$ cat src/rtl/lcd_pkg.sv
// Shared types and helpers for the LCD sequencer.
//   state_t      : sequencer states (PWR_WAIT, ISSUE, WAIT, GAP, READY)
//   init_entry_t : one init transfer {rs, nibble, delay in microseconds}
//   INIT_LEN     : number of transfers in the power-on init sequence
//   us_to_cycles : microseconds -> clock cycles, evaluated at elaboration
package lcd_pkg;

    typedef enum logic [2:0] {
        PWR_WAIT,
        ISSUE,
        WAIT,
        GAP,
        READY
    } state_t;

    typedef struct packed {
        logic        rs;
        logic [3:0]  nibble;
        logic [12:0] delay_us;
    } init_entry_t;

    localparam int unsigned     INIT_LEN  = 14;
    // Largest value representable on the 21-bit commandDelay bus.
    localparam longint unsigned DELAY_MAX = 64'd2097151;

    // Wide arithmetic so an oversized product can be detected before truncation.
    function automatic longint unsigned us_to_cycles(input longint unsigned us,
                                                     input longint unsigned freq);
        return us * (freq / 64'd1000000);
    endfunction

endpackage

$ cat src/rtl/lcd_ctrl_if.sv
// Host byte-write channel into the LCD sequencer.
//   wr_valid : host has a byte to send
//   wr_ready : sequencer can accept a byte
//   wr_rs    : 0 = instruction, 1 = character data
//   wr_data  : byte to send
// Handshake: a byte transfers on a cycle where wr_valid and wr_ready are both
// high. wr_ready never depends on wr_valid; a valid that is withdrawn before
// wr_ready rises is simply lost (nothing is queued).
// Modports: master = host side, slave = sequencer side.
interface lcd_ctrl_if;
    logic       wr_valid;
    logic       wr_ready;
    logic       wr_rs;
    logic [7:0] wr_data;

    modport master (output wr_valid, output wr_rs, output wr_data, input wr_ready);
    modport slave  (input wr_valid, input wr_rs, input wr_data, output wr_ready);
endinterface

$ cat src/rtl/lcd_init_rom.sv
// Combinational lookup of the HD44780 4-bit initialisation sequence.
//   i_idx   : transfer index 0..INIT_LEN-1
//   o_entry : {rs, nibble, delay_us} for that transfer
// The first four entries are the single-nibble wake-up/function-set writes;
// the rest are hi/lo nibble pairs of 0x28, 0x08, 0x01, 0x06, 0x0C.
module lcd_init_rom
    import lcd_pkg::*;
#(
    parameter int unsigned CMD_US   = 40,
    parameter int unsigned CLEAR_US = 1640,
    parameter int unsigned NIB_US   = 1
) (
    input  logic [3:0]  i_idx,
    output init_entry_t o_entry
);
    localparam logic [12:0] D_CMD   = 13'(CMD_US);
    localparam logic [12:0] D_CLEAR = 13'(CLEAR_US);
    localparam logic [12:0] D_NIB   = 13'(NIB_US);

    always_comb begin
        o_entry.rs       = 1'b0;
        o_entry.nibble   = 4'h0;
        o_entry.delay_us = D_CMD;
        case (i_idx)
            4'd0:    begin o_entry.nibble = 4'h3; o_entry.delay_us = 13'd4100;  end
            4'd1:    begin o_entry.nibble = 4'h3; o_entry.delay_us = 13'd100;   end
            4'd2:    begin o_entry.nibble = 4'h3; o_entry.delay_us = D_CMD;     end
            4'd3:    begin o_entry.nibble = 4'h2; o_entry.delay_us = D_CMD;     end
            4'd4:    begin o_entry.nibble = 4'h2; o_entry.delay_us = D_NIB;     end
            4'd5:    begin o_entry.nibble = 4'h8; o_entry.delay_us = D_CMD;     end
            4'd6:    begin o_entry.nibble = 4'h0; o_entry.delay_us = D_NIB;     end
            4'd7:    begin o_entry.nibble = 4'h8; o_entry.delay_us = D_CMD;     end
            4'd8:    begin o_entry.nibble = 4'h0; o_entry.delay_us = D_NIB;     end
            4'd9:    begin o_entry.nibble = 4'h1; o_entry.delay_us = D_CLEAR;   end
            4'd10:   begin o_entry.nibble = 4'h0; o_entry.delay_us = D_NIB;     end
            4'd11:   begin o_entry.nibble = 4'h6; o_entry.delay_us = D_CMD;     end
            4'd12:   begin o_entry.nibble = 4'h0; o_entry.delay_us = D_NIB;     end
            4'd13:   begin o_entry.nibble = 4'hC; o_entry.delay_us = D_CMD;     end
            default: begin o_entry.nibble = 4'h0; o_entry.delay_us = D_CMD;     end
        endcase
    end
endmodule

$ cat src/rtl/lcd_ctrl.sv
// HD44780 sequencer in front of a 4-bit nibble-transfer block.
// After reset it waits POWERUP_US, plays the 14-transfer init sequence, then
// accepts host bytes and sends each as a high and a low nibble.
// Ports:
//   CLK, RST_N   : clock, asynchronous active-low reset
//   wr           : host byte channel (lcd_ctrl_if.slave)
//   init_done    : high from the end of init until reset
//   sendCommand  : one-cycle start pulse to the transfer block
//   command      : {rs, nibble}, held until commandDone
//   commandDelay : post-transfer settle time in CLK cycles, held until commandDone
//   commandDone  : one-cycle completion pulse from the transfer block
//   o_state      : current sequencer state (debug)
// Build option: LCD_CTRL_LINE_WRAP_EN adds 16x2 column tracking and an automatic
// set-DDRAM address write whenever a character wraps the column 15 -> 0.
module lcd_ctrl
    import lcd_pkg::*;
#(
    parameter int unsigned FREQ       = 50000000,
    parameter int unsigned POWERUP_US = 15000,
    parameter int unsigned CMD_US     = 40,
    parameter int unsigned CLEAR_US   = 1640,
    parameter int unsigned NIB_US     = 1
) (
    input  logic        CLK,
    input  logic        RST_N,
    lcd_ctrl_if.slave   wr,
    output logic        init_done,
    output logic        sendCommand,
    output logic [4:0]  command,
    output logic [20:0] commandDelay,
    input  logic        commandDone,
    output state_t      o_state
);
    localparam longint unsigned T1US      = us_to_cycles(64'd1, 64'(FREQ));
    localparam longint unsigned PWR_CYC   = us_to_cycles(64'(POWERUP_US), 64'(FREQ));
    localparam longint unsigned CMD_CYC   = us_to_cycles(64'(CMD_US), 64'(FREQ));
    localparam longint unsigned CLEAR_CYC = us_to_cycles(64'(CLEAR_US), 64'(FREQ));
    localparam longint unsigned NIB_CYC   = us_to_cycles(64'(NIB_US), 64'(FREQ));
    localparam longint unsigned LONG_CYC  = us_to_cycles(64'd4100, 64'(FREQ));

    localparam logic [23:0] PWR_LAST = 24'(PWR_CYC - 64'd1);
    localparam logic [20:0] C_CMD    = 21'(CMD_CYC);
    localparam logic [20:0] C_CLEAR  = 21'(CLEAR_CYC);
    localparam logic [20:0] C_NIB    = 21'(NIB_CYC);

    if (CMD_CYC > DELAY_MAX || CLEAR_CYC > DELAY_MAX || NIB_CYC > DELAY_MAX ||
        LONG_CYC > DELAY_MAX) begin : g_delay_overflow
        $fatal(1, "lcd_ctrl: a transfer delay does not fit the 21-bit commandDelay");
    end
    // The transfer block has no reset, so the power-up wait must outlast any
    // transfer that was in flight when RST_N was asserted.
    if (PWR_CYC > 64'hFFFFFF || PWR_CYC <= LONG_CYC || PWR_CYC <= CLEAR_CYC) begin : g_powerup_bad
        $fatal(1, "lcd_ctrl: POWERUP_US must fit 24 bits and exceed the longest delay");
    end

    state_t      r_state, w_nxt_state;
    logic [23:0] r_pwr_cnt, w_nxt_pwr_cnt;
    logic [3:0]  r_idx, w_nxt_idx;
    logic        r_init_done, w_nxt_init_done;
    logic        r_rs, w_nxt_rs;
    logic [3:0]  r_lo_nib, w_nxt_lo_nib;
    logic        r_lo_pend, w_nxt_lo_pend;
    logic        r_lo_clear, w_nxt_lo_clear;
    logic [4:0]  r_cmd, w_nxt_cmd;
    logic [20:0] r_delay, w_nxt_delay;
`ifdef LCD_CTRL_LINE_WRAP_EN
    logic [3:0]  r_col, w_nxt_col;
    logic        r_line, w_nxt_line;
    logic        r_wrap_pend, w_nxt_wrap_pend;
`endif

    logic [3:0]  w_rom_idx;
    init_entry_t w_entry;
    logic [20:0] w_rom_cycles;

    // The ROM is addressed with the entry that will be loaded next: entry 0
    // when leaving the power-up wait, otherwise the one after the current index.
    assign w_rom_idx    = (r_state == PWR_WAIT) ? 4'd0 : r_idx + 4'd1;
    assign w_rom_cycles = 21'(64'(w_entry.delay_us) * T1US);

    lcd_init_rom #(
        .CMD_US   (CMD_US),
        .CLEAR_US (CLEAR_US),
        .NIB_US   (NIB_US)
    ) u_rom (
        .i_idx   (w_rom_idx),
        .o_entry (w_entry)
    );

    always_ff @(posedge CLK or negedge RST_N) begin
        if (!RST_N) begin
            r_state     <= PWR_WAIT;
            r_pwr_cnt   <= '0;
            r_idx       <= '0;
            r_init_done <= 1'b0;
            r_rs        <= 1'b0;
            r_lo_nib    <= '0;
            r_lo_pend   <= 1'b0;
            r_lo_clear  <= 1'b0;
            r_cmd       <= '0;
            r_delay     <= '0;
`ifdef LCD_CTRL_LINE_WRAP_EN
            r_col       <= '0;
            r_line      <= 1'b0;
            r_wrap_pend <= 1'b0;
`endif
        end else begin
            r_state     <= w_nxt_state;
            r_pwr_cnt   <= w_nxt_pwr_cnt;
            r_idx       <= w_nxt_idx;
            r_init_done <= w_nxt_init_done;
            r_rs        <= w_nxt_rs;
            r_lo_nib    <= w_nxt_lo_nib;
            r_lo_pend   <= w_nxt_lo_pend;
            r_lo_clear  <= w_nxt_lo_clear;
            r_cmd       <= w_nxt_cmd;
            r_delay     <= w_nxt_delay;
`ifdef LCD_CTRL_LINE_WRAP_EN
            r_col       <= w_nxt_col;
            r_line      <= w_nxt_line;
            r_wrap_pend <= w_nxt_wrap_pend;
`endif
        end
    end

    // command/commandDelay are loaded on every transition into ISSUE and are
    // otherwise left alone, which keeps them stable until commandDone.
    always_comb begin
        w_nxt_state     = r_state;
        w_nxt_pwr_cnt   = r_pwr_cnt;
        w_nxt_idx       = r_idx;
        w_nxt_init_done = r_init_done;
        w_nxt_rs        = r_rs;
        w_nxt_lo_nib    = r_lo_nib;
        w_nxt_lo_pend   = r_lo_pend;
        w_nxt_lo_clear  = r_lo_clear;
        w_nxt_cmd       = r_cmd;
        w_nxt_delay     = r_delay;
`ifdef LCD_CTRL_LINE_WRAP_EN
        w_nxt_col       = r_col;
        w_nxt_line      = r_line;
        w_nxt_wrap_pend = r_wrap_pend;
`endif
        case (r_state)
            PWR_WAIT: begin
                if (r_pwr_cnt == PWR_LAST) begin
                    w_nxt_state = ISSUE;
                    w_nxt_idx   = 4'd0;
                    w_nxt_cmd   = {w_entry.rs, w_entry.nibble};
                    w_nxt_delay = w_rom_cycles;
                end else begin
                    w_nxt_pwr_cnt = r_pwr_cnt + 24'd1;
                end
            end
            ISSUE: w_nxt_state = WAIT;
            WAIT: begin
                if (commandDone) w_nxt_state = GAP;
            end
            GAP: begin
                if (r_lo_pend) begin
                    w_nxt_state   = ISSUE;
                    w_nxt_lo_pend = 1'b0;
                    w_nxt_cmd     = {r_rs, r_lo_nib};
                    w_nxt_delay   = r_lo_clear ? C_CLEAR : C_CMD;
                end
`ifdef LCD_CTRL_LINE_WRAP_EN
                else if (r_wrap_pend) begin
                    // Set-DDRAM to the start of the other line: 0xC0 or 0x80.
                    w_nxt_state     = ISSUE;
                    w_nxt_wrap_pend = 1'b0;
                    w_nxt_line      = ~r_line;
                    w_nxt_rs        = 1'b0;
                    w_nxt_lo_nib    = 4'h0;
                    w_nxt_lo_pend   = 1'b1;
                    w_nxt_lo_clear  = 1'b0;
                    w_nxt_cmd       = {1'b0, (r_line ? 4'h8 : 4'hC)};
                    w_nxt_delay     = C_CMD;
                end
`endif
                else if (r_init_done) begin
                    w_nxt_state = READY;
                end else if (r_idx == 4'(INIT_LEN - 1)) begin
                    w_nxt_state     = READY;
                    w_nxt_init_done = 1'b1;
                end else begin
                    w_nxt_state = ISSUE;
                    w_nxt_idx   = r_idx + 4'd1;
                    w_nxt_cmd   = {w_entry.rs, w_entry.nibble};
                    w_nxt_delay = w_rom_cycles;
                end
            end
            READY: begin
                if (wr.wr_valid) begin
                    w_nxt_state    = ISSUE;
                    w_nxt_rs       = wr.wr_rs;
                    w_nxt_lo_nib   = wr.wr_data[3:0];
                    w_nxt_lo_pend  = 1'b1;
                    // Clear and home need the long settle after their low nibble.
                    w_nxt_lo_clear = !wr.wr_rs && (wr.wr_data inside {8'h01, 8'h02, 8'h03});
                    w_nxt_cmd      = {wr.wr_rs, wr.wr_data[7:4]};
                    w_nxt_delay    = C_NIB;
`ifdef LCD_CTRL_LINE_WRAP_EN
                    if (wr.wr_rs) begin
                        w_nxt_col = r_col + 4'd1;
                        if (r_col == 4'hF) w_nxt_wrap_pend = 1'b1;
                    end else if (wr.wr_data == 8'h01 || wr.wr_data == 8'h02) begin
                        w_nxt_col  = 4'd0;
                        w_nxt_line = 1'b0;
                    end
`endif
                end
            end
            default: w_nxt_state = PWR_WAIT;
        endcase
    end

    assign wr.wr_ready   = (r_state == READY);
    assign sendCommand   = (r_state == ISSUE);
    assign command       = r_cmd;
    assign commandDelay  = r_delay;
    assign init_done     = r_init_done;
    assign o_state       = r_state;

endmodule
$ cat src/flat_wrapper.sv
// flat-port wrapper written by rule: the top's interface ports become plain ports
module lcd_ctrl_flat import lcd_pkg::*;
#(
    parameter int unsigned FREQ       = 50000000,
    parameter int unsigned POWERUP_US = 15000,
    parameter int unsigned CMD_US     = 40,
    parameter int unsigned CLEAR_US   = 1640,
    parameter int unsigned NIB_US     = 1
)
  (CLK, RST_N, init_done, sendCommand, command, commandDelay, commandDone, o_state, wr_wr_valid, wr_wr_rs, wr_wr_data, wr_wr_ready);
  lcd_ctrl_if wr_i ();
  input  logic CLK;
  input  logic RST_N;
  output logic init_done;
  output logic sendCommand;
  output logic [4:0] command;
  output logic [20:0] commandDelay;
  input  logic commandDone;
  output state_t o_state;
  input wire logic [$bits(wr_i.wr_valid)-1:0] wr_wr_valid;
  input wire logic [$bits(wr_i.wr_rs)-1:0] wr_wr_rs;
  input wire logic [$bits(wr_i.wr_data)-1:0] wr_wr_data;
  output wire logic [$bits(wr_i.wr_ready)-1:0] wr_wr_ready;
  assign wr_i.wr_valid = wr_wr_valid;
  assign wr_i.wr_rs = wr_wr_rs;
  assign wr_i.wr_data = wr_wr_data;
  assign wr_wr_ready = wr_i.wr_ready;
  lcd_ctrl #(.FREQ(FREQ), .POWERUP_US(POWERUP_US), .CMD_US(CMD_US), .CLEAR_US(CLEAR_US), .NIB_US(NIB_US)) u_core (.CLK(CLK), .RST_N(RST_N), .wr(wr_i), .init_done(init_done), .sendCommand(sendCommand), .command(command), .commandDelay(commandDelay), .commandDone(commandDone), .o_state(o_state));
endmodule
$ cat config.mk
export PLATFORM = sky130hd
export DESIGN_NAME = lcd_ctrl_flat
export DESIGN_NICKNAME = d
export VERILOG_FILES = /design/src/rtl/lcd_pkg.sv /design/src/rtl/lcd_ctrl_if.sv /design/src/rtl/lcd_init_rom.sv /design/src/rtl/lcd_ctrl.sv /design/src/flat_wrapper.sv
export SDC_FILE = /design/constraint.sdc
export NUM_CORES = 1
export LEC_CHECK = 0
export BUFFER_PORTS_ARGS = -buffer_cell sky130_fd_sc_hd__buf_2
export CAP_MARGIN = 5
export CORE_AREA = 10 10 87 89
export DETAILED_ROUTE_END_ITERATION = 7
export DIE_AREA = 0 0 97 99
export GPL_ROUTABILITY_DRIVEN = 0
export PLACE_DENSITY = 0.83
export SLEW_MARGIN = 10
export SYNTH_ARGS = -nofsm -noshare
export SYNTH_HDL_FRONTEND = slang
export SYNTH_SLANG_ARGS = --single-unit
$ cat constraint.sdc
create_clock -name CLK -period 9.35 [get_ports CLK]
set_clock_uncertainty 0.05 [all_clocks]
set_input_delay 1.4025 -clock CLK [delete_from_list [all_inputs] [get_ports CLK]]
set_output_delay 1.4025 -clock CLK [all_outputs]
set_load 0.01 [all_outputs]
## Word-level counts from Yosys, hierarchy flattened

Memories as Yosys holds them, arrays and structs flattened.
Cells that the tools add are included.

- Divide/modulo/power cells: 0
- Multiplexer cells: 30
- Equality and inequality tests: 17
- Order comparisons: 0
- Reductions and logical operators: 14
- Multiply operators: 1
- Bitwise logic cells: 2
- Shift-type cells: 0
- Add/subtract/negate cells: 2

Operators by type and width:

| operator | count |
|---|---|
| two-way mux 21 bit | 5 |
| one-hot mux 21 bit (3 select lines) | 1 |
| two-way mux 5 bit | 5 |
| adder 24 x 1 -> 24 bit (second input constant) | 1 |
| == test 24 x 20 -> 1 bit (second input constant) | 1 |
| two-way mux 4 bit | 5 |
| multiplier 13 x 5 -> 18 bit (second input constant) | 1 |
| two-way mux 3 bit | 6 |
| two-way mux 17 bit | 1 |
| == test 8 x 2 -> 1 bit (second input constant) | 2 |
| one-hot mux 3 bit (5 select lines) | 1 |
| one-hot mux 5 bit (3 select lines) | 1 |
| != test 2 bit (second input constant) | 6 |
| AND reduction 5 bit | 2 |
| == test 8 x 1 -> 1 bit (second input constant) | 1 |
| one-hot mux 4 bit (2 select lines) | 1 |
| AND reduction 2 bit | 4 |
| == test 3 x 2 -> 1 bit (second input constant) | 2 |
| nonzero test 3 bit | 2 |
| adder 4 x 1 -> 4 bit (second input constant) | 1 |
| == test 4 bit (second input constant) | 1 |
| nonzero test 2 bit | 2 |
| == test 3 x 1 -> 1 bit (second input constant) | 1 |
| == test 3 bit (second input constant) | 1 |
| other kinds (9) | 12 |

- Memory bits (read-only): 192
- Output and inout port bits: 32
- Bits in registers: 65
- Logic and storage cells: 77
- Memories kept: 1
- RAM bits: 0
- Latch bits: 0

Memory list:

| memory | depth | bits a word | read ports | clocked after memory_dff | wr ports | line | source |
|---|---|---|---|---|---|---|---|
| (no name shown) | 16 | 12 | 1 | 0 | 0 | lcd_init_rom.sv:24 | `case (i_idx)` |

## Longest topological paths before layout

Gate-level depths: netlist (run 1).
An unclocked memory read counts as a cell.

- Depth after elaboration: 8
- Mapped depth: 15
- Depth with buffers taken out: 14

## By module

From an unflattened synthesis (run 1), not the netlist that was laid out.

- Cell total of the unflattened synthesis: 443
- Area total of the unflattened synthesis: 4247.8 sq um

Modules (own cells, without submodules):

| module | instances | cells an instance | area an instance (sq um) |
|---|---|---|---|
| lcd_ctrl | 1 | 411 | 4010.1 |
| lcd_init_rom | 1 | 32 | 237.7 |

## Least setup slack after synthesis (run 1)

Ideal clock, no wire load.

- Path type: register to register
- Start point: register u_core.r_idx[0]
- End point: register u_core.r_delay[14], in the netlist u_core.commandDelay[14]
- Stages on the path, launching flop included: 15
- Clock period less this slack: 3.439 ns
- Path buffers: 0
- Library setup time: 0.128 ns
- Path slack: 5.911 ns
- Arrival: 3.261 ns
- Required time: 9.172 ns
- Path through: dfrtp_1 > ha_1 > xor2_1 > xnor2_1 > nor2_1 > o21a_1 > ha_1 > inv_1 > ha_1 > ha_1 > a31o_2 > a21oi_1 > o31ai_1 > a221oi_1 > o31ai_1

- Word-level cells in the longest chain between the ends: 8

RTL lines:

| element | line | source |
|---|---|---|
| start, declared | lcd_ctrl.sv:58 | `logic [3:0] r_idx, w_nxt_idx;` |
| start signal, assigned | lcd_ctrl.sv:110 | `r_idx <= w_nxt_idx;` |
| adder 4 x 1 -> 4 bit | lcd_ctrl.sv:78 | `assign w_rom_idx = (r_state == PWR_WAIT) ? 4'd0 : r_idx + 4'd1;` |
| two-way mux 4 bit | lcd_ctrl.sv:78 |  |
| memory (16 x 12 bit) | - |  |
| multiplier 13 x 5 -> 18 bit | lcd_ctrl.sv:79 | `assign w_rom_cycles = 21'(64'(w_entry.delay_us) * T1US);` |
| two-way mux 21 bit | lcd_ctrl.sv:182 | `end else if (r_idx == 4'(INIT_LEN - 1)) begin` |
| two-way mux 21 bit | lcd_ctrl.sv:180 | `else if (r_init_done) begin` |
| two-way mux 21 bit | lcd_ctrl.sv:160 | `if (r_lo_pend) begin` |
| one-hot mux 21 bit (3 select lines) | lcd_ctrl.sv:144 | `case (r_state)` |
| end signal, assigned | lcd_ctrl.sv:117 | `r_delay <= w_nxt_delay;` |
| end, declared | lcd_ctrl.sv:65 | `logic [20:0] r_delay, w_nxt_delay;` |

Several ways; a longest one is shown, not always the timed one. The select of a mux whose other input is x is not followed.
A chain may end at the register's enable or synchronous reset.

## Final worst setup path (run 1)

Ends and elaborated chain as after synthesis.

==> results.ini, run 1 <==
[route]
firstDrtPassIters = 4
first_iter_violations = 130
viasPerCell = 5.932
vias = 2693
remaining_drc_errors = 0
antenna_left = 0
wl_per_cell_um = 16.96
drt_wl_total_um = 7700

[floorplan]
row_count = 28
ios = 45
die_h_um = 99
initial_core_util_pct = 59.20
design.core.area_mm2 = 0.005851
die_width_um = 97
dieArea_mm2 = 0.009603

[timing]
slew_violations = 0
timing.fmax_mhz = 246.3
fin_crit_ns = 4.060
hold_viol_final = 0
layout_setup_ws_ns = 5.290
min_period_over_period_pct = 43.42
tightest_slew_ns = 0.9012
setup_viol = 0
tns_ns = 0
slew_headroom_pct = 39.46
rsz0062_at_grt = no

[place]
dp_hpwl_um = 5570
port_buffers = 40
placed_area_mm2 = 0.003691
dp_slack_ns = 5.357
dp_cells = 439

[global_routing]
grt_start_max_net_pins = 62
antenna_found_initial = 0
grt_pass1_wl_um = 12960
gr-total-overflow = 0
grt_usage_pct = 16.12
grt_pass1_vias = 2714

[logic_synthesis]
yosysSeqAreaShare_pct = 44.08
ys_seq_elements = 61
syn_area_mm2 = 0.003463
synth.distinct_cells = 58
synth_area_per_cell_um2 = 10.31
synth-async-reset-ratio_pct = 100.0
yosys_warnings = 0
synth_edf_count = 0
syn_inst = 336
ys.flop_type = dfrtp_1

[power_and_ir_drop]
vdd_drop_max_uv = 94.34
power.leakage_nw = 1.686
finalPower_uw = 532.4
p_per_area_mw_per_mm2 = 136.3

[clock_network]
postCtsHoldBufs = 0
ctsHtreeMaxLevel = 3
cts.sinks = 61
cts_made_buffers = 9
clk_path_buf_depth = 2
clkLatencyLatePin_ns = 0.35
clockRootBuffer = clkbuf_8
cts_setup_buffers = 0
cts_tree = yes
post_cts_resized = 0
cts.clk_slew.worst_paths_ns = 0.07

[status]
status = completed

[setup_path]
arrival_ns = 4.23
required_ns = 9.52
path_class = flop to flop
end_kind = flop
cp-start-kind = flop
cp_max_fo = 16

[cells_and_area]
area_growth_syn_to_layout_pct = 12.75
stdcell_area_mm2 = 0.003905
final_nets = 409
fin_cells = 454
n_fill_cell = 466
drive_above_1_share_pct = 20.05
diodes = 0

[worst_hold_path]
hold_class = flop to flop

[flow_run]
maxCapViolCount = 0

==> metrics by stage <==
stage	hold WS, ns	util (%)
floorplan	0.3881	-
global placement	0.4034	63.09
detailed placement	0.4187	63.09
CTS	0.4362	66.75
global route	0.4632	66.75
finish	0.4333	66.75
==> worst paths after layout <==
check	end	startpoint	slack, ns	depth (start not counted)
max in group asynchronous	u_core.commandDelay[3]	RST_N	7.60	2
min in group asynchronous	u_core.r_pwr_cnt[10]	RST_N	1.15	2
hold reg to reg	u_core.commandDelay[15]	u_core.commandDelay[15]	0.43	1
hold / removal	u_core.commandDelay[15]	u_core.commandDelay[15]	0.43	1
setup / recovery	u_core.commandDelay[14]	u_core.r_idx[0]	5.29	14
setup reg to reg	u_core.commandDelay[14]	u_core.r_idx[0]	5.29	14
==> per-layer routing <==
| layer | vias to the layer above | share of wire, % | global-route usage, % |
|---|---|---|---|
| met4 | 0 | 1.8 | 6.243 |
| met3 | 13 | 6.6 | 5.098 |
| met1 | 1316 | 47 | 21.42 |
| li1 | 1281 | - | - |
| met2 | 83 | 44 | 23.82 |
| met5 | - | 0 | 0 |
==> registers in the layout, summed over array words and instances, names as in the netlist <==
signal               count
u_core.r_pwr_cnt        24
u_core.r_idx             4
u_core.r_lo_pend         1
u_core.commandDelay     17
u_core.r_lo_clear        1
u_core.command           5
u_core.o_state           3
u_core.r_lo_nib          4
u_core.init_done         1
u_core.r_rs              1
==> report_power, final <==
group          internal [mW]  switching, mW  total (mW)  leakage (nW)
registers              0.264              0       0.264         0.728
clock network          0.155          0.103       0.259         0.105
logic                0.00223        0.00759     0.00983         0.853
total                  0.422          0.111       0.532          1.69
==> layout make-up <==
cell class | instances | area [um2] | share of cell area [%]
Timing Repair Buffer | 42 | 215.2 | 5.511
Inverter | 13 | 48.80 | 1.250
Sequential cell | 61 | 1526 | 39.09
Clock inverter | 4 | 72.57 | 1.858
Tap cell | 75 | 93.84 | 2.403
Clock buffer | 11 | 141.4 | 3.621
Multi-Input combinational cell | 248 | 1807 | 46.27
==> synthesized netlist by cell type, drive strengths merged, types with 2 or more instances <==
cell,count,area (um2)
nor2,15,56.30
nand3,10,50.05
inv,13,48.79
o2bb2ai,3,26.28
nand4,7,43.79
dfrtp,61,1526
o311ai,5,43.80
nor4b,2,17.52
a211oi,3,32.53
nor3,4,31.28
clkbuf,7,26.28
mux2,10,112.6
and2,5,31.28
o21bai,2,15.01
or3,3,23.77
o21ai,31,155.2
or2,2,15.02
a221oi,2,17.52
nand2,22,82.58
a21oi,6,33.78
a31oi,5,31.28
ha,20,250.2
nor2b,3,18.77
nand2b,2,12.51
and3,8,50.05
xor2,8,70.07
buf,10,66.31
a22oi,5,37.54
xnor2,30,262.8
o21a,2,15.01
o31ai,9,67.56
o211ai,3,22.52
nor4,2,12.51
==> kinds of logic after synthesis <==
kind of cell | Yosys count | share of synthesized area, %
multiplexers | 11 | 3.541
AND/OR/NAND/NOR | 90 | 14.16
adder cells (fa/ha/maj) | 21 | 7.803
buffers and inverters | 30 | 4.082
other | 1 | 0.1083
AO/OA/AOI/OAI | 84 | 16.62
flip-flops | 61 | 44.08
XOR/XNOR | 38 | 9.610
==> layout by cell type (no fill, tap or decap), drive strengths merged, types with 8 or more instances in the layout <==
cell and instances:
dfrtp 61, buf 42, nand3 10, nor2 15, nand2 22, ha 20, mux2 10, xnor2 30
o31ai 9, inv 13, clkbuf 11, o21ai 31, and3 8, xor2 8
==> worst max-delay path, stage by stage (launching register included) <==
cell,delay [ns]
dfrtp_1,0.66
ha_1,0.37
xor2_1,0.41
xnor2_1,0.18
nor2_1,0.09
o21a_1,0.25
ha_1,0.28
inv_1,0.04
ha_1,0.27
ha_1,0.34
a31o_2,0.28
a21oi_1,0.20
o31ai_1,0.14
a221oi_1,0.28
o31ai_1,0.10
(Power assumes the default switching activity.)
==> run 2, diff against run 1 <==
- ABC_AREA: unset -> 1
- CORE_AREA: 10 10 87 89 -> 10 10 93 95
- DIE_AREA: 0 0 97 99 -> 0 0 103 105
- PLACE_DENSITY: 0.83 -> 0.8
- clock period: 9.35 -> 4.2 ns (I/O delays scaled with it)
==> results.ini, run 2 <==
[worst_hold_path]
hold_class = input port to async pin  ; was flop to flop

[floorplan]
die_width_um = 103  ; was 97 um
row_count = 30  ; was 28
ios = 45  ; unchanged
initial_core_util_pct = 57.67  ; was 59.20%
die_h_um = 105  ; was 99 um
design.core.area_mm2 = 0.006756  ; was 0.005851 mm2
dieArea_mm2 = 0.01082  ; was 0.009603 mm2

[power_and_ir_drop]
switching_share_pct = 49.60  ; was 20.83%
finalPower_mw = 3.454  ; was 532.4 uW
p_int_mw = 1.741  ; was 421.5 uW
seqPwrFrac_pct = 25.5  ; was 49.6%
vdd_drop_max_uv = 381.8  ; was 94.34 uV
power.leakage_nw = 2.391  ; was 1.686 nW
clockPowerShare_pct = 15.0  ; was 48.6%
comb_power_share_pct = 59.5  ; was 1.8%
switchingPower_mw = 1.713  ; was 110.9 uW
p_per_area_mw_per_mm2 = 799.7  ; was 136.3 mW/mm2

[global_routing]
grt_pass1_vias = 3190  ; was 2,714
antenna_found_initial = 0  ; unchanged
grt_usage_pct = 17.41  ; was 16.12%
gr-total-overflow = 0  ; unchanged
grt_pass1_wl_um = 15340  ; was 12,960 um
grt_start_max_net_pins = 46  ; was 62

[clock_network]
clkLatencyLatePin_ns = 0.33  ; was 0.35 ns
ctsHtreeMaxLevel = 3  ; unchanged
cts_made_buffers = 9  ; unchanged
postCtsHoldBufs = 0  ; unchanged
cts_tree = yes  ; unchanged
cts.clk_slew.worst_paths_ns = 0.07  ; about the same
clockRootBuffer = clkbuf_8  ; unchanged
cts_setup_buffers = 0  ; unchanged
cts.sinks = 61  ; unchanged
clk_path_buf_depth = 2  ; unchanged
post_cts_resized = 0  ; unchanged

[logic_synthesis]
syn_inst = 537  ; was 336
synth.most_common_cell = nand2_1  ; was dfrtp_1
synth_top_area_cell = dfrtp_1  ; unchanged
synth_commonest_cells = 188 x nand2_1, 61 x dfrtp_1, 60 x inv_1  ; was 61 x dfrtp_1, 31 x o21ai_0, 30 x xnor2_1
ys_seq_elements = 61  ; unchanged
synth_edf_count = 0  ; unchanged
syn_area_mm2 = 0.003896  ; was 0.003463 mm2
ys.flop_type = dfrtp_1  ; unchanged
synth.distinct_cells = 38  ; was 58
synth-async-reset-ratio_pct = 100.0  ; unchanged
synth_top_area_share_pct = 39.18  ; was 44.08%
synth_area_per_cell_um2 = 7.256  ; was 10.31 um2
yosys_warnings = 0  ; unchanged
synth.top_cells.by_area = dfrtp_1 39%, nand2_1 18%, ha_1 6.4%  ; was dfrtp_1 44%, xnor2_1 7.6%, ha_1 7.2%
yosysSeqAreaShare_pct = 39.18  ; was 44.08%

[setup_path]
required_ns = 4.37  ; was 9.52 ns
regToRegSetupSlack_ns = 0.65  ; was 5.29 ns
timing.rr.end = u_core.commandDelay[13]  ; was u_core.commandDelay[14]
cp_max_fo = 7  ; was 16
r2r_cells = 17  ; was 14
arrival_ns = 3.73  ; was 4.23 ns
path_class = flop to flop  ; unchanged
end_kind = flop  ; unchanged
cp-start-kind = flop  ; unchanged
reg2reg_from = u_core.r_idx[0]  ; unchanged

[cells_and_area]
layout_commonest_cell = nand2_1  ; was dfrtp_1
multiInputGateArea_mm2 = 0.002042  ; was 0.001807 mm2
diodes = 0  ; unchanged
layout_common_cells = 188 x nand2_1, 61 x dfrtp_1, 60 x inv_1, 58 x nor2_1, 40 x buf_2  ; was 61 x dfrtp_1, 40 x buf_2, 31 x o21ai_0, 30 x xnor2_1, 22 x nand2_1
n_fill_cell = 568  ; was 466
final_nets = 613  ; was 409
area_growth_syn_to_layout_pct = 10.85  ; was 12.75%
regMostFlops = u_core.r_pwr_cnt  ; unchanged
fin_cells = 664  ; was 454
drive_above_1_share_pct = 13.18  ; was 20.05%
largest_reg_flops = 24  ; unchanged
seq_area_mm2 = 0.001526  ; unchanged

[route]
wl_per_cell_um = 13.93  ; was 16.96 um
drt-met1-wl_um = 4505  ; was 3633 um
viasPerCell = 5.319  ; was 5.932
highest_layer = met4  ; unchanged
antenna_left = 0  ; unchanged
dr_wl_met3_um = 893  ; was 508 um
vias = 3532  ; was 2,693
first_iter_violations = 401  ; was 130
remaining_drc_errors = 0  ; unchanged
drt_wl_total_um = 9247  ; was 7700 um
firstDrtPassIters = 6  ; was 4
wl_met2_um = 3709  ; was 3422 um

[timing]
slew_headroom_pct = 34.45  ; was 39.46%
setup_viol = 0  ; unchanged
slew_violations = 0  ; unchanged
fin_crit_ns = 3.553  ; was 4.060 ns
timing.fmax_mhz = 281.5  ; was 246.3 MHz
hold_viol_final = 0  ; unchanged
tns_ns = 0  ; unchanged
min_period_over_period_pct = 84.60  ; was 43.42%
rsz0062_at_grt = no  ; unchanged
tightest_slew_ns = 0.9833  ; was 0.9012 ns
hold_ws_ns = 0.4036  ; was 0.4333 ns

[place]
dp_hpwl_um = 7070  ; was 5570 um
dp_cells = 648  ; was 439
port_buffers = 40  ; unchanged

[flow_run]
maxCapViolCount = 0  ; unchanged

[status]
status = completed  ; unchanged

==> run 2: cell types whose count changed after synthesis, sizes merged, moves of 9 or more <==
| cell | delta |
|---|---|
| mux2 | -10 |
| inv | +51 |
| nand3 | +30 |
| xnor2 | -26 |
| o31ai | -9 |
| nor2 | +48 |
| nand2 | +168 |
==> run 2: worst max-delay path by stage <==
stage,start,endpoint,slack (ns)
after floorplan,u_core.r_idx[0],u_core.commandDelay[12],0.99
after global placement,u_core.r_idx[0],u_core.commandDelay[12],0.83
after detailed placement,u_core.r_idx[0],u_core.commandDelay[12],0.72
after CTS,u_core.r_idx[0],u_core.commandDelay[13],0.69
after global routing,u_core.r_idx[0],u_core.commandDelay[14],0.34
final,u_core.r_idx[0],u_core.commandDelay[13],0.65
==> run 2: cell families after synthesis <==
| kind of cell | after synthesis | share of synthesized area (%) |
|---|---|---|
| simple gates | 315 | 33.98 |
| buf+inv | 78 | 8.702 |
| flops | 61 | 39.18 |
| compound gates | 39 | 5.781 |
| fa+ha+maj | 21 | 6.936 |
| xor+xnor | 20 | 4.496 |
| mux | 2 | 0.8349 |
| other cells | 1 | 0.09625 |
==> run 2: area by class of cell <==
type                       count  share of cell area [%]
sequential                    61                   35.34
inverter                      65                   5.678
tap                           80                   2.317
timing repair buffer          41                   4.809
clock inverter                 7                   1.709
clock buffer                   9                   2.868
multi-input combinational    401                   47.28
==> run 2: critical path: stages, from the launching register on <==
cell,delay (ns)
dfrtp_1,0.45
ha_1,0.39
inv_1,0.09
o21ai_0,0.09
nand2_1,0.08
nand2_1,0.07
o21ai_0,0.57
fa_1,0.54
ha_1,0.34
nand2_1,0.08
nor2_1,0.11
nand2_1,0.07
nand3_1,0.12
nand3_1,0.12
nand2_1,0.10
nand2_1,0.05
nand3_1,0.06
nand2_1,0.05
==> run 2: stage by stage <==
stage	area, um2	util, %	worst slack, ns
6_report	4319	63.93	0.6470
5_1_grt	4319	63.93	0.3369
4_1_cts	4319	63.93	0.6865
3_5_place_dp	4121	61.00	0.7186
3_3_place_gp	4121	61.00	0.8308
2_1_floorplan	3908	-	0.9940
==> run 2: metal layers <==
metal  up-vias  GRT usage (%)
met2       153          22.99
met4         0          6.660
met3        15          4.282
met1      1593          26.14
li1       1771              -
met5         -              0
==> run 2: power by group through the flow <==
stage                     Clock (mW)  Combinational, mW  Sequential (mW)
final                          0.519               2.05            0.882
after global routing           0.555               2.34            0.905
after CTS                      0.527               2.04            0.880
after detailed placement           0               2.02            0.890
after global placement             0               1.97            0.880
after floorplan                    0               1.54            0.908
==> run 3, diff against run 2 <==
- clock period: 4.2 -> 3.7 ns (I/O delays scaled with it)
==> results.ini, run 3 (synthesis results as in run 2) <==
[clock_network]
cts.sinks = 61  ; unchanged
cts.clk_slew.worst_paths_ns = 0.07  ; about the same
clkLatencyLatePin_ns = 0.35  ; was 0.33 ns
cts_made_buffers = 9  ; unchanged
cts_tree = yes  ; unchanged
clk_path_buf_depth = 2  ; unchanged
postCtsHoldBufs = 0  ; unchanged
clockRootBuffer = clkbuf_8  ; unchanged
ctsHtreeMaxLevel = 3  ; unchanged

[timing]
slew_headroom_pct = 55.36  ; was 34.45%
setup_viol = 0  ; unchanged
slew_violations = 0  ; unchanged
tightest_slew_ns = 0.6626  ; was 0.9833 ns
min_period_over_period_pct = 93.43  ; was 84.60%
timing.fmax_mhz = 289.3  ; was 281.5 MHz
rsz0062_at_grt = no  ; unchanged
fin_crit_ns = 3.457  ; was 3.553 ns
layout_setup_ws_ns = 0.2430  ; was 0.6470 ns
tns_ns = 0  ; unchanged
hold_viol_final = 0  ; unchanged

[power_and_ir_drop]
vdd_drop_max_uv = 441.6  ; was 381.8 uV
switchingPower_mw = 1.972  ; was 1.713 mW
clockPowerShare_pct = 13.2  ; was 15.0%
power.leakage_nw = 2.394  ; was 2.391 nW
p_per_area_mw_per_mm2 = 911.5  ; was 799.7 mW/mm2
seqPwrFrac_pct = 25.3  ; was 25.5%
p_int_mw = 1.969  ; was 1.741 mW
comb_power_share_pct = 61.5  ; was 59.5%
switching_share_pct = 50.03  ; was 49.60%

[cells_and_area]
regMostFlops = u_core.r_pwr_cnt  ; unchanged
stdcell_area_mm2 = 0.004324  ; was 0.004319 mm2
seq_area_mm2 = 0.001528  ; was 0.001526 mm2
layout_commonest_cell = nand2_1  ; unchanged
largest_reg_flops = 24  ; unchanged
multiInputGateArea_mm2 = 0.002052  ; was 0.002042 mm2
n_fill_cell = 591  ; was 568
layout_common_cells = 188 x nand2_1, 60 x inv_1, 60 x dfrtp_1, 58 x nor2_1, 40 x buf_2  ; was 188 x nand2_1, 61 x dfrtp_1, 60 x inv_1, 58 x nor2_1, 40 x buf_2
diodes = 0  ; unchanged
drive_above_1_share_pct = 13.63  ; was 13.18%
final_nets = 616  ; was 613
area_growth_syn_to_layout_pct = 10.98  ; was 10.85%

[floorplan]
initial_core_util_pct = 57.67  ; unchanged
design.core.area_mm2 = 0.006756  ; unchanged
dieArea_mm2 = 0.01082  ; unchanged
die_width_um = 103  ; unchanged
die_h_um = 105  ; unchanged
ios = 45  ; unchanged
row_count = 30  ; unchanged

[setup_path]
required_ns = 3.88  ; was 4.37 ns
regToRegSetupSlack_ns = 0.24  ; was 0.65 ns
reg2reg_from = u_core.r_idx[1]  ; was u_core.r_idx[0]
cp_num_buf_inv = 2  ; was 1
r2r_cells = 18  ; was 17
crit_slowest_cell = o21ai_0  ; unchanged
max_stage_delay_ns = 0.55  ; was 0.57 ns
cp-start-kind = flop  ; unchanged
path_class = flop to flop  ; unchanged
arrival_ns = 3.63  ; was 3.73 ns
timing.rr.end = u_core.commandDelay[13]  ; unchanged
path_cells = inv_1 > ha_2 > inv_1 > o21ai_0 > nand2_1 > nand2_1 > o21ai_0 > fa_1 > ha_1 > nand2_1 > nor2_1 > nand2_1 > nand3_1 > nand3_1 > nand2_1 > nand2_1 > nand3_1 > nand2_1  ; was ha_1 > inv_1 > o21ai_0 > nand2_1 > nand2_1 > o21ai_0 > fa_1 > ha_1 > nand2_1 > nor2_1 > nand2_1 > nand3_1 > nand3_1 > nand2_1 > nand2_1 > nand3_1 > nand2_1
end_kind = flop  ; unchanged
crit_family = adder cells  ; unchanged
path_common_cell = nand2_1  ; unchanged
crit_start = u_core.r_idx[1]  ; was u_core.r_idx[0]
cp_max_fo = 6  ; was 7

[route]
vias = 3552  ; was 3,532
remaining_drc_errors = 0  ; unchanged
first_iter_violations = 338  ; was 401
drt_wl_total_um = 9383  ; was 9247 um
viasPerCell = 5.325  ; was 5.319
antenna_left = 0  ; unchanged
wl_per_cell_um = 14.07  ; was 13.93 um
firstDrtPassIters = 5  ; was 6

[global_routing]
gr-total-overflow = 0  ; unchanged
grt_usage_pct = 17.46  ; was 17.41%
grt_pass1_wl_um = 15390  ; was 15,340 um
grt_pass1_vias = 3237  ; was 3,190
grt_start_max_net_pins = 34  ; was 46
antenna_found_initial = 0  ; unchanged

[place]
dp_slack_ns = 0.1802  ; was 0.7186 ns
dp_hpwl_um = 7243  ; was 7070 um
port_buffers = 40  ; unchanged
placed_area_mm2 = 0.004136  ; was 0.004121 mm2

[flow_run]
maxCapViolCount = 0  ; unchanged

[worst_hold_path]
hold_class = input port to async pin  ; unchanged

[status]
status = completed  ; unchanged

run 3: area by class of cell:
cell class,count,area share [%]
Clock buffer,12,3.356
Sequential cell,61,35.33
Multi-Input combinational cell,401,47.45
Inverter,65,5.671
Tap cell,80,2.315
Clock inverter,4,0.5498
Timing Repair Buffer,44,5.324
run 3: power by group through the flow:
| stage | combinational (mW) | sequential [mW] | clock (mW) |
|---|---|---|---|
| after floorplan | 1.75 | 1.03 | 0 |
| final | 2.42 | 0.998 | 0.521 |
| after CTS | 2.36 | 0.995 | 0.528 |
| after global placement | 2.27 | 0.999 | 0 |
| after global routing | 2.73 | 1.02 | 0.554 |
| after detailed placement | 2.34 | 1.01 | 0 |
run 3: layer usage:
metal | track usage (%) | routed length [um] | vias up
met5 | 0 | 0 | -
met4 | 7.356 | 206 | 0
met3 | 4.414 | 867 | 20
met2 | 23.72 | 3795 | 138
met1 | 25.32 | 4513 | 1628
li1 | - | - | 1766
run 3: how the worst max path moves through the flow:
stage,cells past startpoint,end
after global routing,19,u_core.commandDelay[13]
final,18,u_core.commandDelay[13]
after floorplan,19,u_core.commandDelay[12]
after detailed placement,19,u_core.commandDelay[12]
after CTS,19,u_core.commandDelay[12]
after global placement,19,u_core.commandDelay[12]
run 3: repair_timing:
action / 4_1_cts / 5_1_grt
setup buffers: 0 / 1
resized for setup: 0 / 4
endpoints found under the setup margin: 0 / 4
endpoints found under the hold margin: 0 / 0
run 3: worst register-to-register path: stages, from the launching register on:
cell     delay, ns
dfrtp_1       0.41
inv_1         0.09
ha_2          0.31
inv_1         0.09
o21ai_0       0.11
nand2_1       0.09
nand2_1       0.08
o21ai_0       0.55
fa_1          0.54
ha_1          0.36
nand2_1       0.08
nor2_1        0.09
nand2_1       0.06
nand3_1       0.09
nand3_1       0.11
nand2_1       0.10
nand2_1       0.05
nand3_1       0.06
nand2_1       0.06
run 3: per-stage QoR:
| step | hold WS (ns) | utilization, % | cells | power, mW |
|---|---|---|---|---|
| detailed placement | 0.4108 | 61.22 | 650 | 3.347 |
| floorplan | 0.2094 | - | 540 | 2.776 |
| global route | 0.2191 | 64.00 | 667 | 4.308 |
| global placement | 0.4091 | 61.22 | 650 | 3.267 |
| finish | 0.1708 | 64.00 | 667 | 3.941 |
| CTS | 0.1855 | 63.72 | 666 | 3.886 |
